## config.mk

```make
export PLATFORM = sky130hd
export DESIGN_NAME = id_ex_stage
export DESIGN_NICKNAME = d
export VERILOG_FILES = /design/src/rtl/riscv_pkg.sv /design/src/rtl/id_ex_stage_hazard_detect.sv /design/src/rtl/id_ex_stage.sv
export SDC_FILE = /design/constraint.sdc
export NUM_CORES = 1
export LEC_CHECK = 0
export CAP_MARGIN = 20
export CORE_AREA = 2 2 234 236
export CTS_BUF_LIST = sky130_fd_sc_hd__clkbuf_4 sky130_fd_sc_hd__clkbuf_8 sky130_fd_sc_hd__clkbuf_16
export CTS_CLUSTER_SIZE = 16
export DETAILED_ROUTE_END_ITERATION = 10
export DIE_AREA = 0 0 236 238
export SYNTH_ARGS = -nofsm -noshare
export SYNTH_HDL_FRONTEND = slang
export SYNTH_SLANG_ARGS = --single-unit
```

## constraint.sdc

```tcl
create_clock -name clk -period 14.2 [get_ports clk]
set_input_delay 1.42 -clock clk [delete_from_list [all_inputs] [get_ports clk]]
set_output_delay 1.42 -clock clk [all_outputs]
set_load 0.02 [all_outputs]
```

## src/rtl/riscv_pkg.sv

```systemverilog
// Shared constants for the integer pipeline: default datapath width and the
// bit layout of the decode control bundle.
package riscv_pkg;

  localparam int XLEN_DEFAULT = 64;

  // Control bundle layout: {alu_op[1:0], alu_src, branch, mem_to_reg,
  // mem_write, mem_read, reg_write}
  localparam int CTRL_REG_WRITE  = 0;
  localparam int CTRL_MEM_READ   = 1;
  localparam int CTRL_MEM_WRITE  = 2;
  localparam int CTRL_MEM_TO_REG = 3;
  localparam int CTRL_BRANCH     = 4;
  localparam int CTRL_ALU_SRC    = 5;
  localparam int CTRL_ALU_OP     = 6;  // lsb of the two-bit alu_op field
  localparam int CTRL_W          = 8;

  localparam int REG_IDX_W = 5;

endpackage

```

## src/rtl/id_ex_stage_hazard_detect.sv

```systemverilog
// Load-use hazard detector: flags a decode instruction that reads the
// destination of a load still sitting in the execute stage.
module hazard_detect
  import riscv_pkg::*;
(
  input  logic                 id_valid,
  input  logic [REG_IDX_W-1:0] id_rs1,
  input  logic [REG_IDX_W-1:0] id_rs2,
  input  logic                 ex_valid,
  input  logic                 ex_mem_read,
  input  logic [REG_IDX_W-1:0] ex_rd,
  output logic                 load_use
);

  logic [REG_IDX_W-1:0] src_idx [2];
  logic [1:0]           src_hit;

  assign src_idx[0] = id_rs1;
  assign src_idx[1] = id_rs2;

  // One comparator per source operand; a shared match on both sources still
  // yields a single hazard indication.
  generate
    for (genvar gi = 0; gi < 2; gi++) begin : g_src_cmp
      assign src_hit[gi] = (src_idx[gi] == ex_rd);
    end
  endgenerate

  // x0 is hardwired, so a load targeting it never creates a dependency.
  assign load_use = id_valid & ex_valid & ex_mem_read &
                    (ex_rd != '0) & (|src_hit);

endmodule

```

## src/rtl/id_ex_stage.sv

```systemverilog
// ID/EX pipeline register with load-use bubble insertion, branch flush,
// downstream hold and a saturating count of inserted bubbles.
module id_ex_stage
  import riscv_pkg::*;
#(
  parameter int XLEN = XLEN_DEFAULT,
  parameter int CNTW = 32
) (
  input  logic                    clk,
  input  logic                    reset,
  input  logic                    id_valid,
  input  logic [XLEN-1:0]         id_pc,
  input  logic [REG_IDX_W-1:0]    id_rs1,
  input  logic [REG_IDX_W-1:0]    id_rs2,
  input  logic [REG_IDX_W-1:0]    id_rd,
  input  logic signed [XLEN-1:0]  id_read_data1,
  input  logic signed [XLEN-1:0]  id_read_data2,
  input  logic signed [XLEN-1:0]  id_imm,
  input  logic [CTRL_W-1:0]       id_ctrl,
  input  logic                    flush,
  input  logic                    hold,
  output logic                    stall,
  output logic                    ex_valid,
  output logic [XLEN-1:0]         ex_pc,
  output logic [REG_IDX_W-1:0]    ex_rs1,
  output logic [REG_IDX_W-1:0]    ex_rs2,
  output logic [REG_IDX_W-1:0]    ex_rd,
  output logic signed [XLEN-1:0]  ex_read_data1,
  output logic signed [XLEN-1:0]  ex_read_data2,
  output logic signed [XLEN-1:0]  ex_imm,
  output logic [CTRL_W-1:0]       ex_ctrl,
  output logic [CNTW-1:0]         bubble_count
);

  logic                   valid_reg;
  logic [XLEN-1:0]        pc_reg;
  logic [REG_IDX_W-1:0]   rs1_reg;
  logic [REG_IDX_W-1:0]   rs2_reg;
  logic [REG_IDX_W-1:0]   rd_reg;
  logic signed [XLEN-1:0] data1_reg;
  logic signed [XLEN-1:0] data2_reg;
  logic signed [XLEN-1:0] imm_reg;
  logic [CTRL_W-1:0]      ctrl_reg;
  logic [CNTW-1:0]        bubble_count_reg;
  logic [CNTW-1:0]        bubble_count_next;
  logic                   load_use;

  hazard_detect u_hazard_detect (
    .id_valid    (id_valid),
    .id_rs1      (id_rs1),
    .id_rs2      (id_rs2),
    .ex_valid    (valid_reg),
    .ex_mem_read (ctrl_reg[CTRL_MEM_READ]),
    .ex_rd       (rd_reg),
    .load_use    (load_use)
  );

  // Freeze upstream on a hazard or downstream wait, unless the decode
  // instruction is being squashed anyway; hold is ignored during reset.
  assign stall = (load_use | (hold & ~reset)) & ~flush;

  // Saturating increment so the counter sticks at all-ones.
  assign bubble_count_next = (&bubble_count_reg) ? bubble_count_reg
                                                 : bubble_count_reg + 1'b1;

  // Pipeline register update: flush > hold > load-use bubble > capture.
  // Bubbles and flushes only clear valid/ctrl; the data fields are left as
  // they were since nothing downstream looks at them while valid is low.
  always_ff @(posedge clk or posedge reset) begin
    if (reset) begin
      valid_reg        <= 1'b0;
      pc_reg           <= '0;
      rs1_reg          <= '0;
      rs2_reg          <= '0;
      rd_reg           <= '0;
      data1_reg        <= '0;
      data2_reg        <= '0;
      imm_reg          <= '0;
      ctrl_reg         <= '0;
      bubble_count_reg <= '0;
    end else if (flush) begin
      valid_reg <= 1'b0;
      ctrl_reg  <= '0;
    end else if (hold) begin
      valid_reg <= valid_reg;
    end else if (load_use) begin
      valid_reg        <= 1'b0;
      ctrl_reg         <= '0;
      bubble_count_reg <= bubble_count_next;
    end else begin
      valid_reg <= id_valid;
      pc_reg    <= id_pc;
      rs1_reg   <= id_rs1;
      rs2_reg   <= id_rs2;
      rd_reg    <= id_rd;
      data1_reg <= id_read_data1;
      data2_reg <= id_read_data2;
      imm_reg   <= id_imm;
      ctrl_reg  <= id_valid ? id_ctrl : '0;
    end
  end

  assign ex_valid      = valid_reg;
  assign ex_pc         = pc_reg;
  assign ex_rs1        = rs1_reg;
  assign ex_rs2        = rs2_reg;
  assign ex_rd         = rd_reg;
  assign ex_read_data1 = data1_reg;
  assign ex_read_data2 = data2_reg;
  assign ex_imm        = imm_reg;
  assign ex_ctrl       = ctrl_reg;
  assign bubble_count  = bubble_count_reg;

endmodule

```

======== Yosys cells after proc, flatten, opt, wreduce, memory -nomap -nowiden ========
Index checks and enable logic that the tools add are counted.
word-level totals
  register bits ........................... 312
  input bits .............................. 284
  output and inout port bits .............. 313
  word-level logic and storage cells ...... 38
operators by class
  add/subtract/negate cells ............... 1
  eq/ne operators ......................... 3
  mux-type cells .......................... 7
  bitwise operators ....................... 12
  reduce and logical (&&, ||, !) cells .... 5
operators with widths
  kind                                           number
  adder 32 x 1 -> 32 bit, second input constant  1
  2-to-1 mux 8 bit                               4
  AND reduction 32 bit                           1
  == test 5 bit                                  2
  bitwise AND 1 bit                              6
  NOT 1 bit                                      5
  nonzero test 5 bit                             1
  AND reduction 4 bit                            1
  2-to-1 mux 1 bit                               3
  AND reduction 3 bit                            1
  inequality test 2 bit, second input constant   1
  OR reduction 2 bit                             1
  bitwise OR 1 bit                               1

======== Longest topological paths before layout ========
Gate-level depths: netlist of the first run.
  depth after elaboration ................. 7
  gate-level depth with buffers ........... 9
  mapped depth without buffers ............ 7

======== Cells and area by module ========
From an unflattened synthesis of the first run, not the netlist that was laid out.
second synthesis, totals
  cells, all modules ...................... 758
  area, all modules ....................... 12107.9 µm²
by module, submodules not included
  module         times used  cells each  area each (µm²)  sequential area each (µm²)
  id_ex_stage    1           741         11979.0          7807.5
  hazard_detect  1           17          128.9            0.0

======== Least setup slack after synthesis of the first run ========
OpenSTA, ideal clock, no wires.
  path kind ............................... input -> output
  start point ............................. in reset
  end point ............................... out stall
  data arrival time ....................... 8.604 ns
  required time ........................... 12.780 ns
  path slack .............................. 4.176 ns
  cell stages on the path ................. 3
  path buffers ............................ 0
  cell sequence ........................... inv_1 -> nand2_1 -> a21oi_1
on the way
  longest elaborated chain between the ends .. 4
ends and longest elaborated chain
  element            line               source
  start, declared    id_ex_stage.sv:10  input logic reset,
  NOT 1 bit          id_ex_stage.sv:60  assign stall = (load_use | (hold & ~reset)) & ~flush;
  bitwise AND 1 bit  id_ex_stage.sv:60
  bitwise OR 1 bit   id_ex_stage.sv:60
  bitwise AND 1 bit  id_ex_stage.sv:60
  end, declared      id_ex_stage.sv:22  output logic stall,
No other way between the ends.

======== Final worst setup path of the first run ========
  start point ............................. in id_rs1[1]
  end point ............................... out stall
on the way
  longest elaborated chain between the ends .. 5
ends and longest elaborated chain
  element             line                             source
  start, declared     id_ex_stage.sv:13                input logic [REG_IDX_W-1:0] id_rs1,
  == test 5 bit       id_ex_stage_hazard_detect.sv:25  assign src_hit[gi] = (src_idx[gi] == ex_rd);
  OR reduction 2 bit  id_ex_stage_hazard_detect.sv:31  (ex_rd != '0) & (|src_hit);
  bitwise AND 1 bit   id_ex_stage_hazard_detect.sv:31
  bitwise OR 1 bit    id_ex_stage.sv:60
  bitwise AND 1 bit   id_ex_stage.sv:60
No other way between the ends.

==> impl_metrics.yaml, run 1 <==
status:
  status: "completed"
synth:
  synth_cells: 765
  synth_cell_types: 37
  synthTopCellsByArea: "dfrtp_1, mux2_4, mux2_2"
  synth.avg_cell_area_um2: 17.3
  synth_top_cell_by_area: "dfrtp_1"
  synth-seq-cells: 312
  ys_warn_count: 0
  synth-seq-area-share: 0.590
  syn_area_um2: 13200
  synth_nets: 1050
  synth_top_area_frac: 0.590
worst_setup_path:
  cp.required_ps: 12780
  crit_path_start_kind: "input pin"
  arrival_ps: 3900
  end_kind: "output pin"
  crit_fanout: 5
  worstSetupPathType: "in2out"
layout:
  antenna_cells: 0
  postLayoutCellArea_um2: 20900
  finalNetCount: 1658
  layoutNonFillerInstCount: 2099
  drive_gt1_frac: 0.253
  area_growth_pct: 58.0
clock_network:
  clkTransAtPathRegs_ps: 50
  cts_root_buf: "clkbuf_16"
  cts_tree: "built"
  cts_buffers: 39
  holdBufCountCts: 0
  clock_path_buffers: 3
  htreeDepth: 2
  cts_setup_buffers: 0
  insertion_delay_ps: 550
  post_cts_resize_count: 0
  clock-sinks: 312
die:
  die_h_um: 238
  core_um2: 53500
  initial_core_util: 0.247
  die_area_um2: 56200
  die_w_um: 236
  row_count: 85
  ioPinCount: 597
global_route:
  track_usage: 0.143
  grt_pass1_vias: 9470
  overflow: 0
  grt_antenna_before_repair: 1
  grt_max_degree: 134
  grt_first_pass_wirelength_um: 61500
place:
  place_hpwl_um: 30500
  place_congestion: 0.818
  io_buffers: 596
  dpl_cell_area_um2: 19600
  dp.cells: 2028
timing:
  fin_setup_tns_ps: 0
  fin_crit_ps: 5320
  slew_headroom: 0.190
  hold_viol_final: 0
  rsz0062_at_grt: "false"
  drv_slew: 0
  skew_ps: 12.8
  period_share: 0.375
  setup_viol: 0
  clock.fmax_mhz: 188
  worst_pin_slew_ps: 1210
routing:
  vias: 8760
  first_iter_violations: 308
  vias_per_cell: 4.17
  detail-route-antenna-nets: 0
  drc: 0
  finalWirelength_um: 40900
  first_pass_iters: 4
  wl_per_cell_um: 19.5
power_and_ir_drop:
  p_leak_nw: 8.92
  vdd_drop_max_mv: 0.0753
  power_density_nw_per_um2: 134
min_path:
  hold_class: "reg2reg"
job:
  max_cap_viol_count: 0
-- routing by layer --
metal  vias up  track usage  wire, um
li1       3940            -         -
met1      4411        0.174     16700
met2       350        0.238     19900
met3        57       0.0499      3270
met4         2       0.0413       991
met5         -            0        13
-- through the flow --
step / worst slack [ps] / util / total power [mW] / hold WS [ps]
3_3_place_gp: 8400 / 0.366 / 1.81 / 472
2_1_floorplan: 4130 / - / 1.44 / 489
5_1_grt: 8690 / 0.391 / 2.93 / 508
4_1_cts: 8820 / 0.391 / 2.85 / 492
3_5_place_dp: 8310 / 0.366 / 1.82 / 479
6_report: 8880 / 0.391 / 2.80 / 489
-- cell usage after synthesis --
cell / count
dfrtp_1: 312
mux2_4: 220
mux2_2: 50
xnor2_1: 26
buf_12: 22
nand4_1: 19
xor2_1: 15
nand3_1: 12
nand2_1: 11
and3_1: 10
nor2_1: 9
a32o_1: 8
nor3_1: 7
buf_4: 5
clkbuf_1: 4
buf_6: 3
inv_1: 3
nor4_1: 3
a21oi_1: 2
and2_1: 2
buf_8: 2
mux2_1: 2
nand4b_1: 2
o2111ai_1: 2
or4_1: 2
a22oi_1: 1
and2_4: 1
and4_1: 1
buf_1: 1
ha_1: 1
nand2b_1: 1
nand3b_1: 1
nor2b_1: 1
or2_2: 1
or2_4: 1
or3_1: 1
or3b_2: 1
-- layout make-up --
| type | count | area, um^2 |
|---|---|---|
| clock buffer | 60 | 1200 |
| clock inverter | 11 | 123 |
| fill | 4989 | 32600 |
| inverter | 3 | 18.8 |
| multi-input combinational | 413 | 4860 |
| sequential | 312 | 7810 |
| tap | 696 | 871 |
| timing repair buffer | 604 | 6040 |
-- kinds of logic (layout without fill, tap and decap cells) --
group                    count (synthesis)  in the layout  share of synthesized area
AO/OA/AOI/OAI                           13             13                    0.00870
XOR/XNOR                                41             41                     0.0271
AND/OR/NAND/NOR                         86             86                     0.0365
multiplexers                           272            272                      0.294
flip-flops                             312            312                      0.590
buffers and inverters                   40            678                     0.0432
adder cells (fa/ha/maj)                  1              1                   0.000945
-- worst max-delay path, cell delays in order --
cell and delay [ps]:
clkdlybuf4s50_1 450, xor2_1 160, nor2_1 460, a22oi_1 300
or2_4 320, a21oi_1 130, clkdlybuf4s50_1 660
-- cells in the final DEF, fill, tap and decap left out, types with 2 or more instances in the layout --
cell type,n
and3_1,10
clkinv_2,4
inv_6,3
clkbuf_4,11
dfrtp_1,312
nor3_1,6
buf_4,7
mux2_4,220
clkdlybuf4s50_1,596
nand2_1,11
nand4_1,19
xor2_1,15
nor2_1,9
xnor2_1,26
clkbuf_16,39
inv_1,2
nand3_1,12
nor4_1,3
or4_1,2
nand4b_1,2
bufinv_16,2
o2111ai_1,2
mux2_2,50
mux2_1,2
clkbuf_8,10
a32o_1,8
a21oi_1,2
and2_1,2
-- path summary, 6_finish.rpt --
kind	from	endpoint	slack (ps)	depth (start not counted)
worst min-delay path	ex_read_data2[11]$_DFFE_PP0P_	ex_read_data2[11]$_DFFE_PP0P_	490	1
min in group asynchronous	reset	ex_read_data2[19]$_DFFE_PP0P_	1350	2
worst max-delay path	id_rs1[1]	stall	8880	7
worst min register to register	ex_read_data2[11]$_DFFE_PP0P_	ex_read_data2[11]$_DFFE_PP0P_	490	1
worst max register to register	ex_rd[1]$_DFFE_PP0P_	ex_imm[35]$_DFFE_PP0P_	9770	8
max in group asynchronous	reset	ex_imm[18]$_DFFE_PP0P_	10840	4
-- power breakdown --
group | switching (mW) | internal [mW] | leakage (nW)
clock network | 0.391 | 0.619 | 0.665
logic | 0.304 | 0.414 | 4.50
registers | 0.0716 | 1.01 | 3.75
Power figures use the tool's default switching activity.
==> run 2: changes to the inputs <==
--- a/config.mk
+++ b/config.mk
@@ -6,11 +6,11 @@
 export NUM_CORES = 1
 export LEC_CHECK = 0
 export CAP_MARGIN = 20
-export CORE_AREA = 2 2 234 236
+export CORE_AREA = 2 2 233 235
 export CTS_BUF_LIST = sky130_fd_sc_hd__clkbuf_4 sky130_fd_sc_hd__clkbuf_8 sky130_fd_sc_hd__clkbuf_16
 export CTS_CLUSTER_SIZE = 16
 export DETAILED_ROUTE_END_ITERATION = 10
-export DIE_AREA = 0 0 236 238
+export DIE_AREA = 0 0 235 237
 export SYNTH_ARGS = -nofsm -noshare
 export SYNTH_HDL_FRONTEND = slang
 export SYNTH_SLANG_ARGS = --single-unit
==> constraint.sdc (replaced) <==
create_clock -name clk -period 4.8 [get_ports clk]
set_input_delay 0.48 -clock clk [delete_from_list [all_inputs] [get_ports clk]]
set_output_delay 0.48 -clock clk [all_outputs]
set_load 0.02 [all_outputs]
==> run 2 against run 1 <==
  * Via count is 0.26% higher
  * Worst hold slack worse by 210 ps
  * Combinational power grew to 3.0 times the previous value
  * Clock skew rose by 4.7 ps
==> impl_metrics.yaml, run 2 (same netlist as run 1, synthesis figures left out) <==
status:
  status: "completed"
worst_setup_path:
  r2r-start: "ex_rd[2]$_DFFE_PP0P_"
  arrival_ps: 2960
  crit_fanout: 5
  cp.required_ps: 4320
  r2r_setup_slack_ps: 1650
  end_kind: "output pin"
  r2r-end: "ex_imm[53]$_DFFE_PP0P_"
  crit_path_start: "ex_rd[2]$_DFFE_PP0P_"
  worstSetupPathType: "reg2out"
  r2r_cells: 8
  crit_path_start_kind: "flop"
timing:
  drv_slew: 0
  rsz0062_at_grt: "false"
  period_share: 0.717
  skew_ps: 17.5
  fin_ws_ps: 1360
  hold_viol_final: 0
  whs_ps: 276
  clock.fmax_mhz: 290
  slew_headroom: 0.327
  fin_crit_ps: 3440
  worst_pin_slew_ps: 1010
  setup_viol: 0
global_route:
  grt_max_degree: 174
  grt_pass1_vias: 9533
  grt_antenna_before_repair: 3
  track_usage: 0.144
  overflow: 0
  grt_first_pass_wirelength_um: 62100
routing:
  vias: 8783
  vias_per_cell: 4.17
  wl_per_cell_um: 19.5
  first_pass_iters: 4
  drc: 0
  detail-route-antenna-nets: 0
  first_iter_violations: 343
  finalWirelength_um: 41000
clock_network:
  post_cts_resize_count: 0
  clock-sinks: 312
  clkTransAtPathRegs_ps: 60
  cts_tree: "built"
  clock_path_buffers: 3
  cts_buffers: 38
  holdBufCountCts: 0
  insertion_delay_ps: 550
  cts_root_buf: "clkbuf_16"
  htreeDepth: 2
  cts_setup_buffers: 0
die:
  initial_core_util: 0.248
  ioPinCount: 597
  row_count: 85
  die_area_um2: 55700
  die_w_um: 235
  die_h_um: 237
  core_um2: 53300
layout:
  drive_gt1_frac: 0.256
  final_cell_mix: "clkdlybuf4s50_1, dfrtp_1, mux2_4"
  fillCellCount: 4943
  layoutNonFillerInstCount: 2105
  finalNetCount: 1667
  ff_latch_area_um2: 7810
  multi_input_area_um2: 4860
  antenna_cells: 0
  final_common_cell: "clkdlybuf4s50_1"
  postLayoutCellArea_um2: 21100
  area_growth_pct: 59.6
place:
  place_hpwl_um: 30200
  dpl_cell_area_um2: 19800
  post-place-ws_ps: 1100
  place_congestion: 0.801
  io_buffers: 596
  dp.cells: 2038
power_and_ir_drop:
  finalPower_mw: 8.31
  power_density_nw_per_um2: 393
  p_leak_nw: 8.99
  vdd_drop_max_mv: 0.211
job:
  max_cap_viol_count: 0
min_path:
  hold_class: "in2async"
==> run 2: cell count changes in the layout (fill, tap and decap cells not counted), moves of 2 or more <==
cell | previous run | this run
clkbuf_4 | 11 | 9
clkbuf_8 | 10 | 6
clkbuf_16 | 39 | 41
buf_12 | 1 | 12
inv_6 | 3 | 0
clkinvlp_4 | 1 | 3
==> run 2: routing by layer <==
layer	global-route usage	wire [um]	share of wire
met1	0.177	16800	0.41
met2	0.236	19900	0.49
met3	0.0494	3350	0.082
met4	0.0458	918	0.022
met5	0	41	0.0010
==> run 2: worst max-delay path: stages (launching register included) <==
cell and delay [ps]:
dfrtp_1 510, xor2_1 530, nor3_1 110, a22oi_1 400, or2_4 220, a21oi_1 60, clkdlybuf4s50_1 590
==> run 2: area by class of cell <==
cell class              count  share of cell area
inverters                   3            0.000711
multi-input cells         413               0.230
clock inverters            11             0.00675
flip-flops and latches    312               0.370
well taps                 696              0.0412
clock buffers              56              0.0557
repair buffers            614               0.296
==> run 2: where the power goes <==
| group | leakage, nW | switching (mW) | total (mW) | internal (mW) |
|---|---|---|---|---|
| clock network | 0.656 | 1.14 | 3.00 | 1.86 |
| logic | 4.59 | 0.897 | 2.13 | 1.23 |
| registers | 3.75 | 0.205 | 3.18 | 2.97 |
==> run 2: how the worst max path moves through the flow <==
stage | endpoint | slack [ps] | depth (start not counted)
floorplan | stall | -960 | 3
global placement | ex_imm[50]$_DFFE_PP0P_ | 1180 | 9
detailed placement | ex_imm[62]$_DFFE_PP0P_ | 1100 | 9
CTS | stall | 1330 | 6
global route | stall | 1190 | 6
finish | stall | 1360 | 6
==> run 2: metrics by stage <==
stage	utilization	setup TNS, ps
after floorplan	-	-956
after global placement	0.372	0
after global routing	0.397	0
after detailed placement	0.372	0
final	0.397	0
after CTS	0.397	0
==> run 3: changes to the inputs <==
--- a/config.mk
+++ b/config.mk
@@ -6,11 +6,11 @@
 export NUM_CORES = 1
 export LEC_CHECK = 0
 export CAP_MARGIN = 20
-export CORE_AREA = 2 2 233 235
+export CORE_AREA = 2 2 235 237
 export CTS_BUF_LIST = sky130_fd_sc_hd__clkbuf_4 sky130_fd_sc_hd__clkbuf_8 sky130_fd_sc_hd__clkbuf_16
 export CTS_CLUSTER_SIZE = 16
 export DETAILED_ROUTE_END_ITERATION = 10
-export DIE_AREA = 0 0 235 237
+export DIE_AREA = 0 0 237 239
 export SYNTH_ARGS = -nofsm -noshare
 export SYNTH_HDL_FRONTEND = slang
 export SYNTH_SLANG_ARGS = --single-unit
==> constraint.sdc (replaced) <==
create_clock -name clk -period 3.2 [get_ports clk]
set_input_delay 0.32 -clock clk [delete_from_list [all_inputs] [get_ports clk]]
set_output_delay 0.32 -clock clk [all_outputs]
set_load 0.02 [all_outputs]
==> run 3 against run 2 <==
  * Global-route usage is 0.58 points lower
  * Highest routed layer is now met4
  * Largest power group unchanged
  * Die area is 1.7% higher
  * Combinational power is 50% higher
  * Flip-flop and latch count stayed put
  * Clock power is 46% higher
==> impl_metrics.yaml, run 3 (same netlist as run 1, synthesis figures left out) <==
worst_setup_path:
  end_kind: "output pin"
  r2r-end: "ex_read_data2[19]$_DFFE_PP0P_"
  cp.required_ps: 2880
  r2r-start: "ex_rd[2]$_DFFE_PP0P_"
  endpoint: "stall"
  cp_cell_sequence: "xor2_1 -> nor3_1 -> a22oi_1 -> or2_4 -> a21oi_1 -> dlymetal6s2s_1"
  worstSetupPathType: "reg2out"
  crit_path_start_kind: "flop"
  r2r_setup_slack_ps: 550
  crit_path_start: "ex_rd[2]$_DFFE_PP0P_"
  crit_fanout: 5
  critPathMaxStageDelay_ps: 480
  arrival_ps: 2390
  cpMaxStageDelayCell: "dfrtp_1"
  r2r_cells: 7
timing:
  worst_pin_slew_ps: 985
  setup_viol: 0
  slew_headroom: 0.344
  rsz0062_at_grt: "false"
  fin_ws_ps: 488
  hold_viol_final: 0
  drv_slew: 0
  clock.fmax_mhz: 369
  fin_setup_tns_ps: 0
  fin_crit_ps: 2710
  skew_ps: 20.9
  whs_ps: 380
  period_share: 0.848
clock_network:
  htreeDepth: 2
  cts_root_buf: "clkbuf_16"
  clkTransAtPathRegs_ps: 60
  clock-sinks: 312
  clock_path_buffers: 3
  cts_buffers: 39
  cts_tree: "built"
  insertion_delay_ps: 540
  holdBufCountCts: 0
place:
  dp.cells: 2056
  place_hpwl_um: 30800
  io_buffers: 596
  post-place-ws_ps: 287
  place_congestion: 0.779
routing:
  wl_per_cell_um: 19.2
  first_pass_iters: 4
  vias_per_cell: 4.11
  drc: 0
  vias: 8742
  first_iter_violations: 257
  finalWirelength_um: 40700
  detail-route-antenna-nets: 0
power_and_ir_drop:
  power_density_nw_per_um2: 584
  p_leak_nw: 9.06
  switchingPower_mw: 3.37
  finalPower_mw: 12.4
  p_int_mw: 8.99
  vdd_drop_max_mv: 0.377
  pwr-share-seq: 0.387
  sw_frac_of_total: 0.273
  clkPwrFrac: 0.354
  power_frac_comb: 0.259
global_route:
  grt_antenna_before_repair: 1
  grt_pass1_vias: 9302
  track_usage: 0.138
  grt_first_pass_wirelength_um: 59900
  overflow: 0
  grt_max_degree: 155
layout:
  layoutNonFillerInstCount: 2125
  final_cell_mix: "clkdlybuf4s50_1, dfrtp_1, mux2_4"
  area_growth_pct: 60.1
  final_common_cell: "clkdlybuf4s50_1"
  finalNetCount: 1678
  fillCellCount: 5062
  drive_gt1_frac: 0.262
die:
  die_area_um2: 56600
  ioPinCount: 597
  core_um2: 54300
  die_w_um: 237
  initial_core_util: 0.244
  die_h_um: 239
  row_count: 86
min_path:
  hold_class: "in2reg"
job:
  max_cap_viol_count: 0
status:
  status: "completed"
==> run 3: cell count changes in the layout (fill, tap and decap cells not counted), sizes merged <==
cell and change:
clkdlybuf4s50 -1, clkbuf -3, dlymetal6s2s +1, clkinv +6, buf +10, diode +1, inv +1, clkinvlp -2
bufinv -1
==> run 3: critical path: cells and delay by family, from the launching register on <==
| kind | cells | cell delay (ps) |
|---|---|---|
| flops | 1 | 480 |
| buf+inv | 1 | 290 |
| simple gates | 2 | 580 |
| compound gates | 2 | 310 |
| xor+xnor | 1 | 200 |
==> run 3: how the worst min path moves through the flow <==
stage / from / endpoint / slack, ps / cells past startpoint
floorplan: flush / ex_valid$_DFFE_PP0P_ / 380 / 1
global placement: ex_ctrl[6]$_DFFE_PP0P_ / ex_ctrl[6]$_DFFE_PP0P_ / 480 / 1
detailed placement: ex_ctrl[6]$_DFFE_PP0P_ / ex_ctrl[6]$_DFFE_PP0P_ / 480 / 1
CTS: id_read_data2[11] / ex_read_data2[11]$_DFFE_PP0P_ / 330 / 2
global route: id_read_data1[22] / ex_read_data1[22]$_DFFE_PP0P_ / 350 / 2
finish: id_read_data2[11] / ex_read_data2[11]$_DFFE_PP0P_ / 380 / 2
==> run 3: repair_timing <==
item                       4_1_cts  5_1_grt
buffers inserted                 0        0
setup endpoints to repair        0        1
gates resized for setup          0        1
==> run 3: power groups by stage <==
stage	Combinational (mW)	Clock, mW	Sequential (mW)
2_1_floorplan	0.964	0	5.44
3_3_place_gp	3.21	0	4.85
3_5_place_dp	3.23	0	4.85
4_1_cts	3.25	4.54	4.80
5_1_grt	3.35	4.70	4.85
6_report	3.20	4.38	4.79
==> run 3: metrics by stage <==
step,instance area (um^2),util
global route,21200,0.390
finish,21200,0.390
floorplan,13200,-
detailed placement,19900,0.366
global placement,19900,0.366
CTS,21200,0.390
==> run 3: layout make-up <==
cell class,count,area (um^2),area share
inverter,3,15.0,0.000709
clock inverter,15,133,0.00626
sequential,312,7810,0.368
timing repair buffer,624,6340,0.299
antenna,1,2.50,0.000118
multi-input combinational,413,4860,0.230
tap,704,881,0.0416
clock buffer,53,1150,0.0541
==> run 3: metal layers <==
layer,routed length [um],vias to the layer above,global-route usage,part of all wire
met5,0,-,0,0
met4,857,0,0.0399,0.021
met3,3200,51,0.0484,0.078
met2,20100,329,0.233,0.49
met1,16500,4378,0.166,0.41
li1,-,3984,-,-
